--- config.mk ---
export PLATFORM = sky130hd
export DESIGN_NAME = gate_bank_sequencer
export DESIGN_NICKNAME = d
export VERILOG_FILES = /design/src/rtl/gate_seq_pkg.sv /design/src/rtl/gate_bank_sequencer.sv
export SDC_FILE = /design/constraint.sdc
export NUM_CORES = 1
export LEC_CHECK = 0
export ABC_AREA = 0
export BUFFER_PORTS_ARGS = -buffer_cell sky130_fd_sc_hd__buf_2
export CORE_ASPECT_RATIO = 0.9
export CORE_MARGIN = 4
export CORE_UTILIZATION = 45
export CTS_BUF_LIST = sky130_fd_sc_hd__clkbuf_2 sky130_fd_sc_hd__clkbuf_4 sky130_fd_sc_hd__clkbuf_8
export CTS_CLUSTER_SIZE = 28
export DETAILED_ROUTE_END_ITERATION = 16
export GPL_ROUTABILITY_DRIVEN = 0
export GPL_TIMING_DRIVEN = 0
export MAX_ROUTING_LAYER = met4
export PLACE_DENSITY = 0.68
export SETUP_SLACK_MARGIN = 0.02
export SLEW_MARGIN = 40
export SYNTH_ARGS = -nofsm -noshare
export SYNTH_HDL_FRONTEND = slang
export SYNTH_SLANG_ARGS = --single-unit
--- constraint.sdc ---
create_clock -name clk -period 3.55 [get_ports clk]
set_input_delay 0.5325 -clock clk [delete_from_list [all_inputs] [get_ports clk]]
set_output_delay 0.5325 -clock clk [all_outputs]
set_load 0.005 [all_outputs]
--- src/rtl/gate_seq_pkg.sv ---
// Shared types and truth-table reference for the gate bank self-test sequencer.
// Defines the FSM states, the vector count and the expected bank output.
package gate_seq_pkg;

    localparam int NUM_VECTORS = 4;
    localparam int GATE_W      = 6;

    typedef enum logic [1:0] {
        IDLE   = 2'd0,
        SETTLE = 2'd1,
        CHECK  = 2'd2,
        DONE   = 2'd3
    } gate_state_e;

    // Bit order: NOT, NOT, OR, AND, XOR, XNOR.
    function automatic logic [GATE_W-1:0] gate_expected(input logic a, input logic b);
        return {~(a ^ b), a ^ b, a & b, a | b, ~a, ~a};
    endfunction

endpackage

--- src/rtl/gate_bank_sequencer.sv ---
// Self-test controller: walks the four operand pairs through the gate bank,
// compares each settled result with the truth table and records failures.
module gate_bank_sequencer #(
    parameter int SETTLE_CYCLES = 2,
    parameter int GATE_W        = 6
) (
    input  logic              clk,
    input  logic              rst_n,
    input  logic              start,
    input  logic              abort,
    input  logic [GATE_W-1:0] gate_out,
    output logic              a,
    output logic              b,
    output logic              busy,
    output logic              done,
    output logic              pass,
    output logic [GATE_W-1:0] err_mask,
    output logic              fail_valid,
    output logic [1:0]        fail_vec
);

    import gate_seq_pkg::*;

    gate_state_e       state_q;
    logic [1:0]        vec_q;
    logic [3:0]        cnt_q;
    logic              a_q;
    logic              b_q;
    logic              busy_q;
    logic              done_q;
    logic              pass_q;
    logic [GATE_W-1:0] err_q;
    logic              fv_q;
    logic [1:0]        fvec_q;

    logic [GATE_W-1:0] mism_d;
    logic [GATE_W-1:0] err_d;
    logic [1:0]        vec_d;
    logic              settled_d;
    logic              last_vec_d;

    assign mism_d     = gate_out ^ gate_expected(a_q, b_q);
    assign err_d      = err_q | mism_d;
    assign vec_d      = vec_q + 2'd1;
    assign settled_d  = (cnt_q == 4'(SETTLE_CYCLES - 1));
    assign last_vec_d = (vec_q == 2'(NUM_VECTORS - 1));

    always_ff @(posedge clk or negedge rst_n) begin
        if (!rst_n) begin
            state_q <= IDLE;
            vec_q   <= 2'd0;
            cnt_q   <= 4'd0;
            a_q     <= 1'b0;
            b_q     <= 1'b0;
            busy_q  <= 1'b0;
            done_q  <= 1'b0;
            pass_q  <= 1'b0;
            err_q   <= '0;
            fv_q    <= 1'b0;
            fvec_q  <= 2'd0;
        end else begin
            done_q <= 1'b0;
            unique case (state_q)
                IDLE: begin
                    if (start && !abort) begin
                        state_q <= SETTLE;
                        vec_q   <= 2'd0;
                        cnt_q   <= 4'd0;
                        a_q     <= 1'b0;
                        b_q     <= 1'b0;
                        busy_q  <= 1'b1;
                        pass_q  <= 1'b0;
                        err_q   <= '0;
                        fv_q    <= 1'b0;
                        fvec_q  <= 2'd0;
                    end
                end
                SETTLE: begin
                    if (abort) begin
                        state_q <= IDLE;
                        cnt_q   <= 4'd0;
                        a_q     <= 1'b0;
                        b_q     <= 1'b0;
                        busy_q  <= 1'b0;
                        pass_q  <= 1'b0;
                    end else begin
                        cnt_q <= cnt_q + 4'd1;
                        if (settled_d) begin
                            state_q <= CHECK;
                        end
                    end
                end
                CHECK: begin
                    // An aborted check leaves the partial results untouched.
                    if (abort) begin
                        state_q <= IDLE;
                        cnt_q   <= 4'd0;
                        a_q     <= 1'b0;
                        b_q     <= 1'b0;
                        busy_q  <= 1'b0;
                        pass_q  <= 1'b0;
                    end else begin
                        err_q <= err_d;
                        if (mism_d != '0 && !fv_q) begin
                            fv_q   <= 1'b1;
                            fvec_q <= vec_q;
                        end
                        if (last_vec_d) begin
                            state_q <= DONE;
                            done_q  <= 1'b1;
                            pass_q  <= (err_d == '0);
                        end else begin
                            state_q <= SETTLE;
                            vec_q   <= vec_d;
                            a_q     <= vec_d[1];
                            b_q     <= vec_d[0];
                            cnt_q   <= 4'd0;
                        end
                    end
                end
                DONE: begin
                    state_q <= IDLE;
                    busy_q  <= 1'b0;
                end
                default: begin
                    state_q <= IDLE;
                    busy_q  <= 1'b0;
                end
            endcase
        end
    end

    assign a          = a_q;
    assign b          = b_q;
    assign busy       = busy_q;
    assign done       = done_q;
    assign pass       = pass_q;
    assign err_mask   = err_q;
    assign fail_valid = fv_q;
    assign fail_vec   = fvec_q;

endmodule

# == Yosys cells after proc, flatten, opt, wreduce, memory -nomap -nowiden ==
# Cells that the tools add are included.
# word_totals
register_bits,22
inputBits,10
out_inout_bits,14
elab_cells,92
# op_classes
addsub,2
n_eq_ne,14
mux,40
n_bitwise,7
reduce_logical,18
# op_table
op,n
2-bit two-way mux,10
4-bit two-way mux,4
4-bit AND reduction,4
1-bit two-way mux,14
6-bit two-way mux,2
1-bit case mux with 3 select lines,4
4-bit case mux with 3 select lines,1
6-bit case mux with 2 select lines,1
"2-bit != test, second input constant",5
"3-bit != test, second input constant",3
2-bit case mux with 2 select lines,2
2-bit case mux with 4 select lines,1
"2-bit == test, second input constant",3
6-bit zero test,1
6-bit OR,1
3-bit AND reduction,2
6-bit nonzero test,1
6-bit bitwise XOR,1
"4-bit by 1-bit adder with 4-bit output, second input constant",1
"4-bit by 1-bit == test with 1-bit output, second input constant",1
2-bit AND reduction,2
3-bit nonzero test,1
"2-bit by 1-bit adder with 2-bit output, second input constant",1
"2-bit by 1-bit == test with 1-bit output, second input constant",1
11 further kinds,14

# == Longest topological paths before layout ==
# Gate-level depths: netlist of the first run.
# depth
depth_word,8
depth_mapped,7
depth_no_buf,6

# == Least setup slack after synthesis of the first run ==
# No wires, ideal clock.
# synth_timing
path_kind,register -> register
startpoint,"register a_q, in the netlist a"
endpoint,"register fvec_q[0], in the netlist fail_vec[0]"
setup_ns,0.126
t_arrival_ns,1.939
required_ns,3.424
setup_slack_ns,1.485
stages_incl_launch_ff,7
path_buffers,0
synth_period_minus_slack_ns,2.065
cell_sequence,dfrtp_1 -> inv_1 -> ha_1 -> or3b_2 -> a211oi_2 -> a21oi_1 -> a221o_1
# synth_between
elab_chain_len,7
elab_cells_between_ends,10
cone_classes,eq/ne (1); bitwise (6); reduce/logical (3)
# synth_rtl
element,line,rtl
"start, declared",gate_bank_sequencer.sv:27,logic a_q;
"start signal, assigned",gate_bank_sequencer.sv:115,a_q <= vec_d[1];
1-bit bitwise XOR,gate_seq_pkg.sv:17,"return {~(a ^ b), a ^ b, a & b, a | b, ~a, ~a};"
1-bit inverter,gate_seq_pkg.sv:17,
6-bit bitwise XOR (*),gate_bank_sequencer.sv:42,"assign mism_d = gate_out ^ gate_expected(a_q, b_q);"
6-bit nonzero test (*),gate_bank_sequencer.sv:104,if (mism_d != '0 && !fv_q) begin
1-bit logical AND (*),gate_bank_sequencer.sv:104,
2-bit != test (no source line) (*),-,
4-bit AND reduction (no source line) (*),-,
"end signal, assigned",gate_bank_sequencer.sv:106,fvec_q <= vec_q;
"end, declared",gate_bank_sequencer.sv:34,logic [1:0] fvec_q;
# Every way passes the cells marked *; elsewhere a longest branch is shown, timed or not.
# A chain may end at the register's enable or synchronous reset.

# == Worst setup path in the final report of the first run ==
# Ends and elaborated chain as after synthesis.

==> run_results.csv, run 1 <==
group,metric,value,unit
global_routing,first_global_vias,1021,
final_layout,nets,173,
sta,finalCritPeriodShare,64.1,%
clocking,ctsResizeCount,0,
yosys,ys.flop_type,"dfrtp_1",
critical_path,r2r_setup_slack,1270,ps
yosys,syn_inst,125,
floorplanning,core-area,2790,um2
critical_path,startpoint_type,"register",
yosys,syn_area_per_cell,10.7,um2
floorplanning,start_util,47.8,%
clocking,cts_buffers,3,
yosys,synth_seq_cells,22,
floorplanning,top_level_ports,24,
yosys,synth_top_area_share,41.2,%
sta,setup_viol,0,
global_routing,grt_pass1_wl,4860,um
final_layout,syn2layout_area_growth,16.3,%
place,io_buffers,23,
drt,ant_nets,0,
floorplanning,rows,18,
critical_path,worstPathArrival,2490,ps
yosys,yosys_warnings,0,
power,combPwrFrac,42.2,%
yosys,synth_top_area_cell,"dfrtp_1",
critical_path,crit_type,"reg2reg",
drt,detail_route.iter0.violations,64,
floorplanning,die_w,65.4,um
final_layout,final_common_cell,"buf_2",
sta,hold_viol_final,0,
global_routing,grt_overflow,0,
drt,viasPerCell,5.41,
yosys,synth-edff-count,0,
sta,fin_setup_tns,0,ps
critical_path,max_stage_delay,500,ps
clocking,clock_latency,320,ps
sta,slew_violations,0,
power,seqPwrFrac,38.4,%
global_routing,grt_max_degree,23,
yosys,syn_area,1340,um2
final_layout,final_cell_mix,"25 x buf_2, 22 x dfrtp_1, 10 x ha_1",
critical_path,crit_slowest_cell,"or3b_2",
critical_path,r2r_start,"a",
drt,dr_total_vias,1038,
sta,fmax,439,MHz
final_layout,drive_gt1_share,27.0,%
clocking,cts_tree,"built",
run,drv_cap,0,
clocking,clock-root-buffer,"clkbuf_4",
clocking,hold_buffers,0,
hold_path,min_path_type,"in2async",
power,p_per_area,653,nW/um2
sta,min_period,2280,ps
critical_path,end_kind,"register",
critical_path,cp_max_fo,6,
yosys,synth.distinct_cells,38,
power,intPower,0.647,mW
clocking,cts.clk_slew.worst_paths,130,ps
clocking,cts_buffer_depth,2,
clocking,post_cts_buffers,0,
global_routing,antenna_found_initial,0,
power,clockPowerShare,19.4,%
critical_path,crit_required,3770,ps
status,status,"finished clean",
yosys,yosysSeqAreaShare,41.2,%
sta,fin_skew,3.53,ps
drt,drc,0,
yosys,synthTopCellsByArea,"dfrtp_1 41%, ha_1 9.4%, a22o_1 5.2%, mux2_2 5.1%, nand2b_1 3.3%",
place,hpwl,2130,um
critical_path,reg2regPathDepth,6,
drt,drt-wirelength-per-cell,14.2,um
yosys,async_flop_share,100,%
final_layout,n_antenna_cell,0,
drt,detail_route.first_pass.iterations,4,
power,swShare,36.2,%
power,peakVddDrop,0.000304,V
sta,hold-worst-slack,151,ps
power,power.switching,0.367,mW
power,p_leak,0.777,nW
critical_path,cp_top_family,"compound AO/OA/AOI/OAI gates",
critical_path,timing.rr.end,"fail_vec[0]",
global_routing,grt_usage,16.7,%
clocking,h-tree-depth,1,
critical_path,critPathBufInv,1,
sta,grt_setup_unrepaired,"false",
yosys,synth.net_count,145,
floorplanning,dieArea,3910,um2
floorplanning,die_h,59.7,um
sta,worst_pin_slew,557,ps
sta,maxSlewHeadroom,62.9,%
clocking,cts.sink_count,22,
drt,wl,2740,um
critical_path,crit_chain,"inv_1 -> ha_1 -> or3b_2 -> a211oi_2 -> a21oi_1 -> a221o_1",
==> cell type report <==
class / instances / area, um2
repair buffers: 23 / 115
flip-flops and latches: 22 / 551
inverters: 8 / 30.0
clock inverters: 1 / 30.0
plain buffers: 3 / 21.3
multi-input cells: 92 / 734
well taps: 40 / 50.0
fillers: 258 / 1240
clock buffers: 3 / 22.5
==> per-layer routing <==
layer	wire length [um]	share of wire, %	global-route usage [%]	vias to the layer above
li1	-	-	-	503
met1	1390	51	22.6	508
met2	1220	45	25.0	23
met3	79	2.9	2.82	4
met4	44	1.6	6.80	0
met5	0	0	-	-
==> cells by family (layout without fill, tap and decap cells) <==
family	count (synthesis)	after routing	synth area share, %
muxes	9	9	7.30
DFF	22	22	41.2
AOI/OAI and AO/OA	29	29	18.2
and+or+nand+nor	38	38	16.2
adders and majority gates	10	10	9.36
xor gates and xnor gates	6	6	3.93
buffers and inverters	11	38	3.84
==> power by group through the flow <==
stage | clock network [mW] | logic (mW) | registers, mW
detailed placement | 0 | 0.430 | 0.394
global route | 0.205 | 0.484 | 0.404
floorplan | 0 | 0.304 | 0.384
CTS | 0.199 | 0.434 | 0.389
global placement | 0 | 0.418 | 0.389
finish | 0.197 | 0.428 | 0.390
==> how the worst max path moves through the flow <==
stage,startpoint,to,cells after the start
floorplan,a,fail_vec[0],6
global placement,a,fail_vec[1],6
detailed placement,a,fail_vec[0],6
CTS,a,fail_vec[0],6
global route,a,fail_vec[1],6
finish,a,fail_vec[0],6
==> cells in the mapped netlist, types with 3 or more instances <==
library cell,number
mux2_2,6
nand2b_1,7
a22o_1,8
xnor2_1,4
and2_1,4
nand2_1,4
mux2i_1,3
nor2_1,8
dfrtp_1,22
a21oi_1,7
inv_1,8
ha_1,10
==> state kept, by name (all words and copies together) (netlist names) <==
name,cells
a,1
b,1
busy,1
cnt_q,4
done,1
err_mask,6
fail_valid,1
fail_vec,2
pass,1
state_q,2
vec_q,2
==> per-stage QoR <==
step                instances  instance area, um2  util (%)  setup WS [ps]  total power, mW
global placement          188                1500      53.8           1310            0.807
global route              192                1550      55.6           1120             1.09
floorplan                 125                1340         -           1490            0.689
finish                    192                1550      55.6           1270             1.01
detailed placement        188                1500      53.8           1300            0.824
CTS                       192                1550      55.6           1280             1.02
No activity file was read; power rests on OpenSTA's default activity.
==> run 2, diff against run 1 <==
--- a/config.mk
+++ b/config.mk
@@ -16,7 +16,7 @@
 export GPL_ROUTABILITY_DRIVEN = 0
 export GPL_TIMING_DRIVEN = 0
 export MAX_ROUTING_LAYER = met4
-export PLACE_DENSITY = 0.68
+export PLACE_DENSITY = 0.7
 export SETUP_SLACK_MARGIN = 0.02
 export SLEW_MARGIN = 40
 export SYNTH_ARGS = -nofsm -noshare
==> constraint.sdc (replaced) <==
create_clock -name clk -period 1.9 [get_ports clk]
set_input_delay 0.285 -clock clk [delete_from_list [all_inputs] [get_ports clk]]
set_output_delay 0.285 -clock clk [all_outputs]
set_load 0.005 [all_outputs]
==> run_results.csv, run 2 (synthesis results as in run 1) <==
group,metric,value,unit
critical_path,cp_max_fo,4,
sta,fmax,531,MHz
drt,detail_route.iter0.violations,26,
floorplanning,die_h,59.7,um
power,peakVddDrop,0.000484,V
floorplanning,core-area,2790,um2
final_layout,multi_input_area,793,um2
power,power,2.09,mW
final_layout,final_common_cell,"buf_2",
drt,viasPerCell,5.37,
final_layout,fin_util,61.5,%
place,hpwl,2120,um
global_routing,grt_overflow,0,
power,p_leak,0.845,nW
final_layout,regArea,552,um2
sta,min_period,1880,ps
drt,drt-wirelength-per-cell,14.4,um
final_layout,syn2layout_area_growth,28.5,%
sta,finalCritPeriodShare,99.1,%
final_layout,largest_reg_flops,6,
floorplanning,top_level_ports,24,
final_layout,n_antenna_cell,0,
final_layout,drive_gt1_share,40.0,%
global_routing,grt_max_degree,23,
clocking,h-tree-depth,1,
drt,met1_length,1400,um
sta,setup_viol,0,
sta,hold_viol_final,0,
drt,dr_total_vias,1101,
floorplanning,die_w,65.4,um
critical_path,worstPathArrival,2100,ps
global_routing,grt_pass1_wl,4810,um
clocking,cts_tree,"built",
critical_path,startpoint_type,"register",
critical_path,crit_type,"reg2reg",
drt,detail_route.first_pass.iterations,7,
drt,dr_wl_met3,93,um
drt,drc,0,
final_layout,fill_cells,245,
sta,fin_skew,2.39,ps
sta,grt_setup_unrepaired,"true",
critical_path,end_kind,"register",
hold_path,min_path_type,"in2reg",
sta,maxSlewHeadroom,67.5,%
final_layout,nets,186,
critical_path,crit_required,2110,ps
clocking,cts.sink_count,22,
floorplanning,dieArea,3910,um2
drt,route.met2.wl,1390,um
drt,top_layer_used,"met4",
place,io_buffers,23,
clocking,cts_buffers,3,
global_routing,antenna_found_initial,0,
clocking,cts_buffer_depth,2,
final_layout,final_cell_mix,"24 x buf_2, 21 x dfrtp_1, 13 x buf_4, 9 x ha_1",
critical_path,reg2regPathDepth,6,
status,status,"finished clean",
drt,wl,2950,um
run,drv_cap,0,
floorplanning,start_util,47.8,%
power,p_per_area,1220,nW/um2
clocking,cts.clk_slew.worst_paths,130,ps
hold_path,min_path_cells,3,
floorplanning,rows,18,
clocking,clock-root-buffer,"clkbuf_4",
drt,ant_nets,0,
clocking,clock_latency,310,ps
sta,slew_violations,0,
global_routing,grt_usage,16.6,%
sta,worst_pin_slew,488,ps
global_routing,first_global_vias,1065,
-- run 2: repair_timing --
item,in CTS,in global routing
setup buffers,5,7
pin swaps,4,5
setup endpoints to repair,12,14
hold buffers,1,0
hold endpoints to repair,22,0
gates resized for setup,8,7
-- run 2: final timing paths --
check	startpoint	to	slack (ps)
min	gate_out[5]	err_mask[5]	320
max in group asynchronous	rst_n	a	1100
max reg2reg	a	fail_vec[0]	20
max	a	fail_vec[0]	20
min in group asynchronous	rst_n	vec_q[1]	450
min reg2reg	fail_vec[1]	fail_vec[1]	540
-- run 2: final cells by class --
class	instances	share of cell area, %
Multi-Input combinational cell	92	46.2
Sequential cell	22	32.1
Timing Repair Buffer	36	12.5
Tap cell	40	2.92
Clock inverter	1	1.75
Inverter	8	1.75
Buffer	3	1.38
Clock buffer	3	1.31
-- run 2: stage by stage --
step           cells  setup TNS [ps]  area (um2)  hold slack (ps)  setup WS [ps]
6_report         205               0        1720              319           16.5
3_3_place_gp     188           -1330        1520              276           -162
2_1_floorplan    125               0        1350            -10.6           82.0
4_1_cts          198           -6.23        1650              331          -6.23
3_5_place_dp     188           -1780        1520              279           -231
5_1_grt          205            -122        1720              327          -47.6
-- run 2: per-layer routing --
metal | global-route usage (%) | vias to the layer above
met4 | 5.33 | 0
met5 | - | -
li1 | - | 531
met3 | 2.26 | 6
met2 | 27.7 | 25
met1 | 21.0 | 539
-- run 2: power by group --
| part | internal (mW) | total [mW] | switching, mW |
|---|---|---|---|
| combinational | 0.536 | 1.01 | 0.472 |
| clock | 0.213 | 0.366 | 0.153 |
| sequential | 0.602 | 0.717 | 0.115 |
| total | 1.35 | 2.09 | 0.740 |
-- run 2: worst max-delay path, cell delays in order, from the launching register on --
cell      delay [ps]
dfrtp_2          440
inv_2             80
ha_4             200
or3b_4           380
a211oi_4         330
a21oi_2           90
a221o_1          270
==> run 3, diff against run 2 <==
--- a/config.mk
+++ b/config.mk
@@ -7,6 +7,8 @@
 export LEC_CHECK = 0
 export ABC_AREA = 0
 export BUFFER_PORTS_ARGS = -buffer_cell sky130_fd_sc_hd__buf_2
+export CELL_PAD_IN_SITES_DETAIL_PLACEMENT = 0
+export CELL_PAD_IN_SITES_GLOBAL_PLACEMENT = 1
 export CORE_ASPECT_RATIO = 0.9
 export CORE_MARGIN = 4
 export CORE_UTILIZATION = 45
@@ -16,7 +18,7 @@
 export GPL_ROUTABILITY_DRIVEN = 0
 export GPL_TIMING_DRIVEN = 0
 export MAX_ROUTING_LAYER = met4
-export PLACE_DENSITY = 0.7
+export PLACE_DENSITY = 0.83
 export SETUP_SLACK_MARGIN = 0.02
 export SLEW_MARGIN = 40
 export SYNTH_ARGS = -nofsm -noshare
==> constraint.sdc (replaced) <==
create_clock -name clk -period 2.4 [get_ports clk]
set_input_delay 0.36 -clock clk [delete_from_list [all_inputs] [get_ports clk]]
set_output_delay 0.36 -clock clk [all_outputs]
set_load 0.005 [all_outputs]
==> run_results.csv, run 3 (synthesis results as in run 1) <==
group,metric,value,unit
status,status,"finished clean",
final_layout,syn2layout_area_growth,18.0,%
floorplanning,core-area,2790,um2
clocking,cts_tree,"built",
critical_path,reg2regPathDepth,6,
floorplanning,die_h,59.7,um
critical_path,startpoint_type,"register",
floorplanning,start_util,47.8,%
drt,drt-wirelength-per-cell,13.7,um
final_layout,nets,174,
sta,slew_violations,0,
final_layout,n_antenna_cell,0,
place,hpwl,2140,um
drt,detail_route.iter0.violations,41,
clocking,h-tree-depth,1,
clocking,cts_buffers,3,
floorplanning,die_w,65.4,um
drt,dr_wl_met3,122,um
critical_path,worstPathArrival,2400,ps
clocking,clock-root-buffer,"clkbuf_4",
critical_path,timing.rr.end,"fail_vec[0]",
clocking,clock_latency,310,ps
drt,route.met2.wl,1130,um
clocking,cts.clk_slew.worst_paths,130,ps
clocking,cts.sink_count,22,
sta,finalCritPeriodShare,91.8,%
power,p_leak,0.779,nW
final_layout,drive_gt1_share,28.1,%
final_layout,fill_cells,280,
run,drv_cap,0,
global_routing,grt_pass1_wl,4500,um
final_layout,final_area,1580,um2
critical_path,r2r_start,"a",
drt,top_layer_used,"met4",
floorplanning,top_level_ports,24,
sta,min_period,2200,ps
critical_path,cp_max_fo,6,
drt,ant_nets,0,
floorplanning,rows,18,
drt,detail_route.first_pass.iterations,4,
final_layout,largest_reg_flops,6,
drt,wl,2640,um
drt,met1_length,1370,um
sta,worst_pin_slew,482,ps
place,post_dp_cell_area,1500,um2
sta,fin_setup_tns,0,ps
sta,maxSlewHeadroom,67.9,%
sta,grt_setup_unrepaired,"false",
critical_path,crit_type,"reg2reg",
hold_path,hold_path_end,"err_mask[5]",
sta,fmax,454,MHz
clocking,cts_buffer_depth,2,
hold_path,min_path_cells,3,
place,io_buffers,23,
global_routing,grt_max_degree,23,
clocking,post_cts_buffers,0,
sta,fin_skew,13.5,ps
hold_path,hold_start,"gate_out[5]",
global_routing,grt_usage,15.6,%
drt,drc,0,
final_layout,final_cell_mix,"25 x buf_2, 21 x dfrtp_1, 10 x ha_1",
global_routing,antenna_found_initial,0,
power,p_per_area,946,nW/um2
final_layout,final_common_cell,"buf_2",
drt,dr_total_vias,999,
global_routing,grt_overflow,0,
power,peakVddDrop,0.000587,V
sta,hold_viol_final,0,
hold_path,min_path_type,"in2reg",
critical_path,r2r_setup_slack,200,ps
floorplanning,dieArea,3910,um2
critical_path,end_kind,"register",
drt,viasPerCell,5.18,
global_routing,first_global_vias,961,
critical_path,crit_required,2600,ps
sta,setup_viol,0,
run 3: changes by cell type in the layout (fill, tap and decap cells not counted), moves of 2 or more:
cell,delta
inv_2,-2
a21oi_1,+2
nand2b_2,-2
inv_1,+2
nand2b_1,+2
buf_4,-13
run 3: worst max path at each step:
stage	startpoint	end	slack [ps]	cells after the start
6_report	a	fail_vec[0]	200	6
5_1_grt	a	fail_vec[1]	50	6
4_1_cts	a	fail_vec[0]	100	6
3_5_place_dp	a	fail_vec[0]	150	6
3_3_place_gp	a	fail_vec[1]	150	6
2_1_floorplan	a	fail_vec[0]	340	6
run 3: what timing repair did:
item | CTS | global route
endpoints found under the setup margin | 0 | 10
gates resized for setup | 0 | 3
endpoints found under the hold margin | 12 | 0
hold buffers | 1 | 0
run 3: metrics by stage:
step	util, %	instances	worst slack, ps	hold WS (ps)	power [mW]
after floorplan	-	125	335	64.4	1.02
after global placement	53.8	188	147	353	1.20
after detailed placement	53.8	188	148	351	1.21
after CTS	56.0	193	102	402	1.50
after global routing	56.5	193	49.0	397	1.60
final	56.5	193	196	409	1.49
run 3: area by class of cell:
cell class                      instances  area [um2]  area share [%]
Multi-Input combinational cell         92         746            47.3
Clock inverter                          1        30.0            1.90
Tap cell                               40        50.0            3.17
Timing Repair Buffer                   24         125            7.94
Inverter                                8        30.0            1.90
Buffer                                  3        21.3            1.35
Clock buffer                            3        22.5            1.43
Sequential cell                        22         552            35.0
run 3: power by group:
part | switching [mW] | leakage, nW | internal, mW
Combinational | 0.321 | 0.456 | 0.315
Sequential | 0.0985 | 0.296 | 0.477
Clock | 0.112 | 0.0279 | 0.169
Total | 0.531 | 0.779 | 0.960
run 3: critical path: stages (launching register included):
cell	delay, ps
dfrtp_2	440
inv_1	80
ha_1	350
or3b_2	520
a211oi_4	320
a21oi_1	110
a221o_1	260
run 3: metal layers:
| metal | global-route usage [%] | vias up |
|---|---|---|
| li1 | - | 507 |
| met1 | 22.3 | 469 |
| met2 | 22.5 | 21 |
| met3 | 4.70 | 2 |
| met4 | 1.78 | 0 |
| met5 | - | - |
